### src/rtl/hit_scorer_if.sv
// Signal bundle between the light/keypad controllers, the hit judge and the top-level FSM.
interface hit_scorer_if #(
  parameter int CNT_W   = 6,
  parameter int LIVES_W = 2
);
  logic               enable;
  logic               use_lives;
  logic               light_on;
  logic [3:0]         light_pos;
  logic               key_valid;
  logic [3:0]         key;
  logic [CNT_W-1:0]   score;
  logic [CNT_W-1:0]   misses;
  logic [CNT_W-1:0]   wrong;
  logic [LIVES_W-1:0] lives_left;
  logic               hit_pulse;
  logic               out_of_lives;

  modport master (
    output enable, use_lives, light_on, light_pos, key_valid, key,
    input  score, misses, wrong, lives_left, hit_pulse, out_of_lives
  );

  modport slave (
    input  enable, use_lives, light_on, light_pos, key_valid, key,
    output score, misses, wrong, lives_left, hit_pulse, out_of_lives
  );
endinterface

### src/rtl/hit_scorer.sv
// Clocked whack-a-mole judge: scores at most one hit per lit light and tracks
// misses, wrong presses and lives, raising a sticky out-of-lives flag.
module hit_scorer #(
  parameter int CNT_W   = 6,
  parameter int LIVES   = 3,
  parameter int LIVES_W = 2
) (
  input  logic         clk,
  input  logic         reset,
  hit_scorer_if.slave  bus
);

  typedef enum logic [1:0] {
    IDLE   = 2'd0,
    ARMED  = 2'd1,
    JUDGED = 2'd2
  } state_t;

  localparam logic [CNT_W-1:0]   CNT_MAX    = '1;
  localparam logic [LIVES_W-1:0] LIVES_INIT = LIVES_W'(LIVES);

  state_t             state_q, state_d;
  logic [3:0]         pos_q, pos_d;
  logic [CNT_W-1:0]   score_q, score_d;
  logic [CNT_W-1:0]   misses_q, misses_d;
  logic [CNT_W-1:0]   wrong_q, wrong_d;
  logic [LIVES_W-1:0] lives_q, lives_d;
  logic               hit_pulse_q, hit_pulse_d;
  logic               ool_q, ool_d;

  logic inc_score, inc_miss, inc_wrong, penalty;
  logic count_en;

  always_ff @(posedge clk or negedge reset) begin
    if (!reset) begin
      state_q     <= IDLE;
      pos_q       <= '0;
      score_q     <= '0;
      misses_q    <= '0;
      wrong_q     <= '0;
      lives_q     <= LIVES_INIT;
      hit_pulse_q <= 1'b0;
      ool_q       <= 1'b0;
    end else begin
      state_q     <= state_d;
      pos_q       <= pos_d;
      score_q     <= score_d;
      misses_q    <= misses_d;
      wrong_q     <= wrong_d;
      lives_q     <= lives_d;
      hit_pulse_q <= hit_pulse_d;
      ool_q       <= ool_d;
    end
  end

  // Judge: decide which events happened this cycle and where the light stands.
  always_comb begin
    state_d   = state_q;
    pos_d     = pos_q;
    inc_score = 1'b0;
    inc_miss  = 1'b0;
    inc_wrong = 1'b0;
    penalty   = 1'b0;

    if (!bus.enable) begin
      state_d = IDLE;
    end else begin
      unique case (state_q)
        IDLE: begin
          if (bus.key_valid) begin
            inc_wrong = 1'b1;
            penalty   = 1'b1;
          end
          if (bus.light_on) begin
            state_d = ARMED;
            pos_d   = bus.light_pos;
          end
        end
        ARMED: begin
          if (bus.key_valid && bus.key == pos_q) begin
            // A matching key wins over an expiring or replaced light; any new
            // light is picked up from JUDGED on the following cycle.
            inc_score = 1'b1;
            state_d   = JUDGED;
          end else begin
            if (bus.key_valid) begin
              inc_wrong = 1'b1;
              penalty   = 1'b1;
            end
            if (!bus.light_on) begin
              inc_miss = 1'b1;
              penalty  = 1'b1;
              state_d  = IDLE;
            end else if (bus.light_pos != pos_q) begin
              inc_miss = 1'b1;
              penalty  = 1'b1;
              pos_d    = bus.light_pos;
            end
          end
        end
        JUDGED: begin
          if (bus.key_valid) begin
            inc_wrong = 1'b1;
          end
          if (!bus.light_on) begin
            state_d = IDLE;
          end else if (bus.light_pos != pos_q) begin
            state_d = ARMED;
            pos_d   = bus.light_pos;
          end
        end
        default: state_d = IDLE;
      endcase
    end
  end

  assign count_en = bus.enable && !ool_q;

  always_comb begin
    score_d     = score_q;
    misses_d    = misses_q;
    wrong_d     = wrong_q;
    lives_d     = lives_q;
    ool_d       = ool_q;
    hit_pulse_d = 1'b0;

    if (count_en) begin
      if (inc_score && score_q != CNT_MAX) score_d = score_q + 1'b1;
      if (inc_miss && misses_q != CNT_MAX) misses_d = misses_q + 1'b1;
      if (inc_wrong && wrong_q != CNT_MAX) wrong_d = wrong_q + 1'b1;
      hit_pulse_d = inc_score;
      // Coincident penalties cost a single life.
      if (bus.use_lives && penalty && lives_q != '0) begin
        lives_d = lives_q - 1'b1;
        if (lives_q == LIVES_W'(1)) ool_d = 1'b1;
      end
    end
  end

  assign bus.score        = score_q;
  assign bus.misses       = misses_q;
  assign bus.wrong        = wrong_q;
  assign bus.lives_left   = lives_q;
  assign bus.hit_pulse    = hit_pulse_q;
  assign bus.out_of_lives = ool_q;

endmodule

### src/flat_wrapper.sv
// flat-port wrapper written by rule: the top's interface ports become plain ports
module hit_scorer_flat 
#(
  parameter int CNT_W   = 6,
  parameter int LIVES   = 3,
  parameter int LIVES_W = 2
)
  (clk, reset, bus_enable, bus_use_lives, bus_light_on, bus_light_pos, bus_key_valid, bus_key, bus_score, bus_misses, bus_wrong, bus_lives_left, bus_hit_pulse, bus_out_of_lives);
  hit_scorer_if #(.CNT_W(CNT_W), .LIVES_W(LIVES_W)) bus_i ();
  input  logic clk;
  input  logic reset;
  input wire logic [$bits(bus_i.enable)-1:0] bus_enable;
  input wire logic [$bits(bus_i.use_lives)-1:0] bus_use_lives;
  input wire logic [$bits(bus_i.light_on)-1:0] bus_light_on;
  input wire logic [$bits(bus_i.light_pos)-1:0] bus_light_pos;
  input wire logic [$bits(bus_i.key_valid)-1:0] bus_key_valid;
  input wire logic [$bits(bus_i.key)-1:0] bus_key;
  output wire logic [$bits(bus_i.score)-1:0] bus_score;
  output wire logic [$bits(bus_i.misses)-1:0] bus_misses;
  output wire logic [$bits(bus_i.wrong)-1:0] bus_wrong;
  output wire logic [$bits(bus_i.lives_left)-1:0] bus_lives_left;
  output wire logic [$bits(bus_i.hit_pulse)-1:0] bus_hit_pulse;
  output wire logic [$bits(bus_i.out_of_lives)-1:0] bus_out_of_lives;
  assign bus_i.enable = bus_enable;
  assign bus_i.use_lives = bus_use_lives;
  assign bus_i.light_on = bus_light_on;
  assign bus_i.light_pos = bus_light_pos;
  assign bus_i.key_valid = bus_key_valid;
  assign bus_i.key = bus_key;
  assign bus_score = bus_i.score;
  assign bus_misses = bus_i.misses;
  assign bus_wrong = bus_i.wrong;
  assign bus_lives_left = bus_i.lives_left;
  assign bus_hit_pulse = bus_i.hit_pulse;
  assign bus_out_of_lives = bus_i.out_of_lives;
  hit_scorer #(.CNT_W(CNT_W), .LIVES(LIVES), .LIVES_W(LIVES_W)) u_core (.clk(clk), .reset(reset), .bus(bus_i));
endmodule
### config.mk
export PLATFORM = sky130hd
export DESIGN_NAME = hit_scorer_flat
export DESIGN_NICKNAME = d
export VERILOG_FILES = /design/src/rtl/hit_scorer_if.sv /design/src/rtl/hit_scorer.sv /design/src/flat_wrapper.sv
export SDC_FILE = /design/constraint.sdc
export NUM_CORES = 1
export LEC_CHECK = 0
export CAP_MARGIN = 20
export CORE_MARGIN = 3
export CORE_UTILIZATION = 30
export CTS_CLUSTER_SIZE = 28
export DETAILED_ROUTE_END_ITERATION = 16
export PLACE_DENSITY = 0.48
export SLEW_MARGIN = 15
export SYNTH_ARGS = -nofsm -noshare
export SYNTH_HDL_FRONTEND = slang
export SYNTH_SLANG_ARGS = --single-unit
### constraint.sdc
create_clock -name clk -period 4.66 [get_ports clk]
set_clock_uncertainty 0.15 [all_clocks]
set_input_delay 0.699 -clock clk [delete_from_list [all_inputs] [get_ports clk]]
set_output_delay 0.699 -clock clk [all_outputs]
set_load 0.01 [all_outputs]
==> parameters.txt, run 1 <==
Parameter                              Value

Power
  Power Total ... 0.536 mW
  Leakage power ... 0.863 nW
  Peak supply drop ... 173 µV
  PD cells ... 262 nW/µm²

Layout
  Leading cell types in the layout, fill and taps excluded ... sky130_fd_sc_hd__clkdlybuf4s50_1, sky130_fd_sc_hd__dfrtp_1, sky130_fd_sc_hd__xnor2_1
  # diodes ... 0
  Utilization after layout ... 41.9%
  Layout overhead on the synthesized area ... 31.0%
  Final nets ... 199
  Most common cell after layout, fill and taps aside ... sky130_fd_sc_hd__clkdlybuf4s50_1
  Share of final-layout standard cells stronger than drive strength 1 ... 13.1%
  Post-route non-filler standard cell count ... 242

Yosys
  Gate count of the mapped netlist ... 136
  Library cells used by synthesis ... 37
  Mean instance size in the synthesized netlist ... 11.5 µm²
  Synth Register Bits ... 28
  Nets in the synthesized netlist ... 159
  Warnings from Yosys ... 0
  Portion of the post-synthesis area used by sequential elements ... 45.1%
  Combined area of all synthesized cells ... 1560 µm²

Drt
  Routed len/inst ... 14.1 µm
  DRC violations left ... 0
  Post-detailed-routing wire length ... 3410 µm
  Via/cell ratio ... 4.72
  Antenna violation net count after detailed routing ... 0
  Vias after detailed routing ... 1,142
  Initial detailed-routing violation count ... 86
  First-pass iteration count of the detailed router ... 4

Place
  IO buf count ... 35
  HPWL after detailed placement ... 2650 µm
  Routability congestion estimate ... 0.793
  Cell count after placement ... 238

Worst setup path
  Crit path DAT ... 2.37 ns
  Crit-path max FO ... 4
  Type of element launching the critical path ... input port
  Worst setup EP type ... register
  Data required time at the worst endpoint ... 4.68 ns
  Worst setup path class ... input port to register

Floorplanning
  Count of standard-cell rows ... 25
  Vertical die dimension ... 78.1 µm
  Effective utilization at floorplan ... 32.0%
  Placeable core region ... 4880 µm²
  Chip Width ... 78.1 µm
  Full die area ... 6100 µm²
  Num ports ... 36

CTS
  Number of hold buffers added after CTS ... 0
  TritonCTS clock tree ... yes
  Maximum root-to-sink buffer count ... 2
  Clock latency reported for the late side of the worst-skew pair ... 0.27 ns
  Post-CTS Setup Inserts ... 0
  Clock H-tree levels ... 1
  Clock input transition at the sequential cells of the worst setup and hold paths ... 0.10 ns
  CTS-repair resized insts ... 0
  CTS Root Cell ... sky130_fd_sc_hd__clkbuf_8
  CTS Buf Count ... 3
  Number of clock sinks ... 28

GRT
  Global-route total usage across every layer ... 12.2%
  Largest net degree at the start of global routing ... 29
  Final global-route overflow total ... 0
  Wire length of the first global-routing pass ... 6060 µm
  Number of antenna violations at the first check in global routing ... 0
  Via count of the first global-routing pass ... 1,235

STA
  Setup tns final ... 0 ns
  Unrepaired setup endpoints after global routing ... false
  Count of final setup violators ... 0
  Fmax achieved ... 425 MHz
  Measured slew at the worst slew-check pin ... 0.424 ns
  Slew Limit Headroom ... 71.7%
  Count of final hold-check violations ... 0
  Final Max Slew Viols ... 0
  Final worst path period share ... 50.5%
  Time the final worst path needs with I/O delays and setup ... 2.35 ns

Status
  Result of the run ... finished, final reports clean

Min path
  Type of the worst min-delay path ... register to register

Run
  Count of maximum capacitance violations ... 0
## sequential cells by signal, indices dropped and copies added (netlist names)
register	cells
u_core.bus.out_of_lives	1
u_core.bus.misses	6
u_core.bus.score	6
u_core.state_q	2
u_core.bus.hit_pulse	1
u_core.bus.lives_left	2
u_core.bus.wrong	6
u_core.pos_q	4
## layout make-up
cell class              instances  area (µm²)
fillers                       483        2840
multi-input cells             101         821
flip-flops and latches         28         703
well taps                      67        83.8
inverters                       6        22.5
clock buffers                   4        55.1
repair buffers                 36         358
## routing by layer
layer	vias up	global-route usage, %	share of wire [%]
li1	555	-	-
met1	550	15.8	46
met2	33	20.1	48
met3	4	3.44	5.3
met4	0	3.15	1.1
met5	-	0	0
## Yosys cell counts
cell type | number | area share, %
sky130_fd_sc_hd__dfrtp_1 | 26 | 42
sky130_fd_sc_hd__xnor2_1 | 17 | 9.5
sky130_fd_sc_hd__nand2_1 | 13 | 3.1
sky130_fd_sc_hd__ha_1 | 9 | 7.2
sky130_fd_sc_hd__nand4_1 | 8 | 3.2
sky130_fd_sc_hd__xor2_1 | 7 | 3.9
sky130_fd_sc_hd__inv_1 | 6 | 1.4
sky130_fd_sc_hd__mux2_2 | 6 | 4.3
sky130_fd_sc_hd__nor2_1 | 6 | 1.4
sky130_fd_sc_hd__nand3_1 | 5 | 1.6
sky130_fd_sc_hd__and3_1 | 3 | 1.2
sky130_fd_sc_hd__dfstp_2 | 2 | 3.4
sky130_fd_sc_hd__mux2i_1 | 2 | 1.3
sky130_fd_sc_hd__nor3_1 | 2 | 0.64
sky130_fd_sc_hd__o2111ai_1 | 2 | 1.1
sky130_fd_sc_hd__a211oi_4 | 1 | 1.3
sky130_fd_sc_hd__a21o_1 | 1 | 0.48
sky130_fd_sc_hd__a21o_2 | 1 | 0.56
sky130_fd_sc_hd__a21oi_4 | 1 | 1.0
sky130_fd_sc_hd__a31o_2 | 1 | 0.56
sky130_fd_sc_hd__a31oi_1 | 1 | 0.40
sky130_fd_sc_hd__a32oi_2 | 1 | 1.0
sky130_fd_sc_hd__and2b_1 | 1 | 0.48
sky130_fd_sc_hd__and2b_2 | 1 | 0.56
sky130_fd_sc_hd__and4_4 | 1 | 0.72
sky130_fd_sc_hd__and4b_1 | 1 | 0.64
sky130_fd_sc_hd__clkbuf_8 | 1 | 0.88
sky130_fd_sc_hd__mux2_1 | 1 | 0.72
sky130_fd_sc_hd__nand2_2 | 1 | 0.40
sky130_fd_sc_hd__nand4b_1 | 1 | 0.56
sky130_fd_sc_hd__nor2b_1 | 1 | 0.40
sky130_fd_sc_hd__nor4_4 | 1 | 1.4
sky130_fd_sc_hd__nor4b_1 | 1 | 0.56
sky130_fd_sc_hd__o2111ai_2 | 1 | 0.96
sky130_fd_sc_hd__o21ai_0 | 1 | 0.32
sky130_fd_sc_hd__o21ai_1 | 1 | 0.32
sky130_fd_sc_hd__o2bb2ai_1 | 1 | 0.56
## final timing paths
path                                                       start                                   end  slack (ns)  cells after the start
worst max-delay path                                  bus_key[1]           u_core.pos_q[3]$_DFFE_PN0P_        2.31                      6
worst max register to register     u_core.state_q[1]$_DFFE_PN0P_       u_core.bus.score[1]$_DFFE_PN0P_        2.55                      5
worst min-delay path            u_core.bus.misses[5]$_DFFE_PN0P_      u_core.bus.misses[5]$_DFFE_PN0P_        0.35                      1
min in group asynchronous                                  reset         u_core.state_q[1]$_DFFE_PN0P_        0.65                      2
worst min register to register  u_core.bus.misses[5]$_DFFE_PN0P_      u_core.bus.misses[5]$_DFFE_PN0P_        0.35                      1
max in group asynchronous                                  reset  u_core.bus.lives_left[1]$_DFFE_PN1P_        3.40                      2
## power by group
part | switching (mW) | total (mW) | internal (mW)
sequential | 0.0126 | 0.267 | 0.255
clock | 0.0774 | 0.153 | 0.0757
combinational | 0.0632 | 0.115 | 0.0522
total | 0.153 | 0.536 | 0.383
## kinds of logic after synthesis
family / share of synthesized area, %
simple gates: 16.9
flops: 45.1
xor+xnor: 13.5
compound gates: 8.66
mux: 6.33
fa+ha+maj: 7.22
buf+inv: 2.33
## worst max-delay path: stages
cell	delay (ns)
sky130_fd_sc_hd__clkdlybuf4s50_1	0.42
sky130_fd_sc_hd__xnor2_1	0.22
sky130_fd_sc_hd__and4_4	0.32
sky130_fd_sc_hd__nand3_1	0.14
sky130_fd_sc_hd__o2111ai_2	0.18
sky130_fd_sc_hd__mux2_2	0.38
## through the flow
step | hold slack [ns] | setup slack, ns | cell area [µm²]
2_1_floorplan | 0.253 | 2.63 | 1560
3_5_place_dp | 0.344 | 2.01 | 1990
5_1_grt | 0.388 | 2.23 | 2040
3_3_place_gp | 0.341 | 2.04 | 1990
6_report | 0.350 | 2.31 | 2040
4_1_cts | 0.358 | 2.31 | 2040
(Power assumes the default switching activity.)
==> run 2, diff against run 1 <==
- clock period: 4.66 -> 2.35 ns (I/O delays scaled with it)
==> run 2 against run 1 <==
  * Wire length fell by 0.32%
  * Sequential cell count unchanged
  * Combinational power up 100%
  * Power increased by 110%
  * Non-clock buffer count up 7
  * Sequential power increased by 99%
  * Worst setup slack lost 2.0 ns
  * Highest routed layer unchanged
  * Via count rose by 2.1%
  * Largest power group unchanged
  * Final area grew 3.4%
==> parameters.txt, run 2 (synthesized netlist as in run 1, its figures left out) <==
Parameter                              Value

CTS
  Number of hold buffers added after CTS ... 0 (unchanged)
  Clock latency reported for the late side of the worst-skew pair ... 0.28 ns (about the same)
  Post-CTS Setup Inserts ... 0 (unchanged)
  CTS-repair resized insts ... 0 (unchanged)
  TritonCTS clock tree ... yes
  Number of clock sinks ... 28 (unchanged)
  Clock H-tree levels ... 1 (unchanged)
  Clock input transition at the sequential cells of the worst setup and hold paths ... 0.10 ns (about the same)
  CTS Root Cell ... sky130_fd_sc_hd__clkbuf_8
  CTS Buf Count ... 3 (unchanged)
  Maximum root-to-sink buffer count ... 2 (unchanged)

Worst setup path
  Biggest cell delay along the critical path ... 0.43 ns (about the same)
  Kind of cell with the highest combined delay on the critical path ... flip-flops
  Sequence of cells on the critical path ... inv_1 > ha_1 > nor3_1 > a211oi_4 > mux2_2
  Crit path DAT ... 2.06 ns (-0.31 ns)
  Buffering stage count on the worst path with inverters included ... 1 (unchanged)
  Worst setup path class ... register to register
  Type of element launching the critical path ... register
  Crit-path max FO ... 11 (+7)
  Crit path max-delay cell type ... sky130_fd_sc_hd__dfrtp_1
  Worst setup EP type ... register
  Data required time at the worst endpoint ... 2.37 ns (-2.31 ns)

Place
  IO buf count ... 35 (unchanged)
  HPWL after detailed placement ... 2610 µm (-1.6%)
  Cell count after placement ... 245 (+2.9%)
  Cell Area, Placed ... 2040 µm² (+2.6%)
  Routability congestion estimate ... 0.776 (-2.2%)

Layout
  Multi-input logic area ... 821 µm² (unchanged)
  # diodes ... 0 (unchanged)
  Layout overhead on the synthesized area ... 35.4%
  Leading cell types in the layout, fill and taps excluded ... sky130_fd_sc_hd__clkdlybuf4s50_1, sky130_fd_sc_hd__dfrtp_1, sky130_fd_sc_hd__xnor2_1
  Reg area ... 703 µm² (unchanged)
  Number of fill cells ... 500 (+3.5%)
  Most common cell after layout, fill and taps aside ... sky130_fd_sc_hd__clkdlybuf4s50_1
  Share of final-layout standard cells stronger than drive strength 1 ... 16.5% (+3.3 points)
  Final Cell Area ... 2110 µm² (+3.4%)
  Final nets ... 206 (+3.5%)
  Post-route non-filler standard cell count ... 249 (+2.9%)

Floorplanning
  Effective utilization at floorplan ... 32.0% (unchanged)
  Vertical die dimension ... 78.1 µm (unchanged)
  Num ports ... 36 (unchanged)
  Full die area ... 6100 µm² (unchanged)
  Count of standard-cell rows ... 25 (unchanged)
  Chip Width ... 78.1 µm (unchanged)
  Placeable core region ... 4880 µm² (unchanged)

GRT
  Global-route total usage across every layer ... 11.8% (-0.40 points)
  Final global-route overflow total ... 0 (unchanged)
  Via count of the first global-routing pass ... 1,200 (-2.8%)
  Wire length of the first global-routing pass ... 5800 µm (-4.3%)
  Number of antenna violations at the first check in global routing ... 0 (unchanged)
  Largest net degree at the start of global routing ... 29 (unchanged)

Power
  PD cells ... 541 nW/µm² (+110%)
  Power Total ... 1.14 mW (+110%)
  Combinational share of power ... 20.2% (-1.3 points)
  Leakage power ... 0.905 nW (+4.9%)
  Design internal power ... 0.841 mW (+120%)
  Net Sw Frac ... 26.3% (-2.3 points)
  Clk pwr share ... 33.3% (+4.7 points)
  Peak supply drop ... 391 µV (+130%)
  Sequential fraction of design power ... 46.5% (-3.4 points)
  NetSw ... 0.301 mW (+96%)

Drt
  DRC violations left ... 0 (unchanged)
  Routed len/inst ... 13.6 µm (-3.1%)
  Post-detailed-routing wire length ... 3400 µm (-0.32%)
  Antenna violation net count after detailed routing ... 0 (unchanged)
  Vias after detailed routing ... 1,166 (+2.1%)
  First-pass iteration count of the detailed router ... 4 (unchanged)
  Via/cell ratio ... 4.68 (-0.77%)
  Initial detailed-routing violation count ... 71 (-17%)

STA
  Slew Limit Headroom ... 73.6% (+1.9 points)
  Fmax achieved ... 490 MHz
  Final worst path period share ... 86.8%
  Worst Hold Margin ... 0.300 ns (-0.0496 ns)
  Count of final setup violators ... 0 (unchanged)
  Setup tns final ... 0 ns (unchanged)
  Measured slew at the worst slew-check pin ... 0.392 ns (-0.0326 ns)
  Final Max Slew Viols ... 0 (unchanged)
  Count of final hold-check violations ... 0 (unchanged)
  Time the final worst path needs with I/O delays and setup ... 2.04 ns
  Unrepaired setup endpoints after global routing ... false

Status
  Result of the run ... finished, final reports clean

Run
  Count of maximum capacitance violations ... 0 (unchanged)

Min path
  Type of the worst min-delay path ... input port to async pin
## run 2: worst register-to-register path, cell delays in order, from the launching register on
cell and delay [ns]:
sky130_fd_sc_hd__dfrtp_1 0.43, sky130_fd_sc_hd__inv_1 0.10, sky130_fd_sc_hd__ha_1 0.40, sky130_fd_sc_hd__nor3_1 0.14, sky130_fd_sc_hd__a211oi_4 0.35, sky130_fd_sc_hd__mux2_2 0.37
## run 2: stage by stage
| stage | util, % | worst slack, ns |
|---|---|---|
| floorplan | - | 0.474 |
| global placement | 41.8 | 0.0883 |
| detailed placement | 41.8 | 0.0497 |
| CTS | 43.3 | 0.289 |
| global route | 43.3 | 0.175 |
| finish | 43.3 | 0.309 |
## run 2: area by class of cell
type	count	area share [%]
Multi-Input combinational cell	101	38.9
Sequential cell	28	33.3
Timing Repair Buffer	43	19.4
Tap cell	67	3.97
Clock buffer	3	1.95
Clock inverter	1	1.42
Inverter	6	1.07
## run 2: metal layers
layer	wire, µm	global-route usage, %
met5	0	0
met4	23	2.62
met3	134	2.87
met2	1610	19.2
met1	1630	15.9
## run 2: path summary, 6_finish.rpt
kind,startpoint,endpoint,slack [ns],depth (start not counted)
max,u_core.state_q[1]$_DFFE_PN0P_,u_core.bus.wrong[1]$_DFFE_PN0P_,0.31,5
min,reset,u_core.state_q[1]$_DFFE_PN0P_,0.30,2
min reg2reg,u_core.bus.misses[5]$_DFFE_PN0P_,u_core.bus.misses[5]$_DFFE_PN0P_,0.35,1
min in group clk,u_core.bus.misses[5]$_DFFE_PN0P_,u_core.bus.misses[5]$_DFFE_PN0P_,0.35,1
max reg2reg,u_core.state_q[1]$_DFFE_PN0P_,u_core.bus.wrong[1]$_DFFE_PN0P_,0.31,5
max in group asynchronous,reset,u_core.bus.lives_left[1]$_DFFE_PN1P_,1.42,2
## run 2: power by group through the flow
stage	Combinational, mW	Clock, mW	Sequential, mW
after floorplan	0.169	0	0.535
after global placement	0.231	0	0.539
after CTS	0.235	0.404	0.531
after global routing	0.251	0.423	0.535
after detailed placement	0.234	0	0.540
final	0.231	0.381	0.531
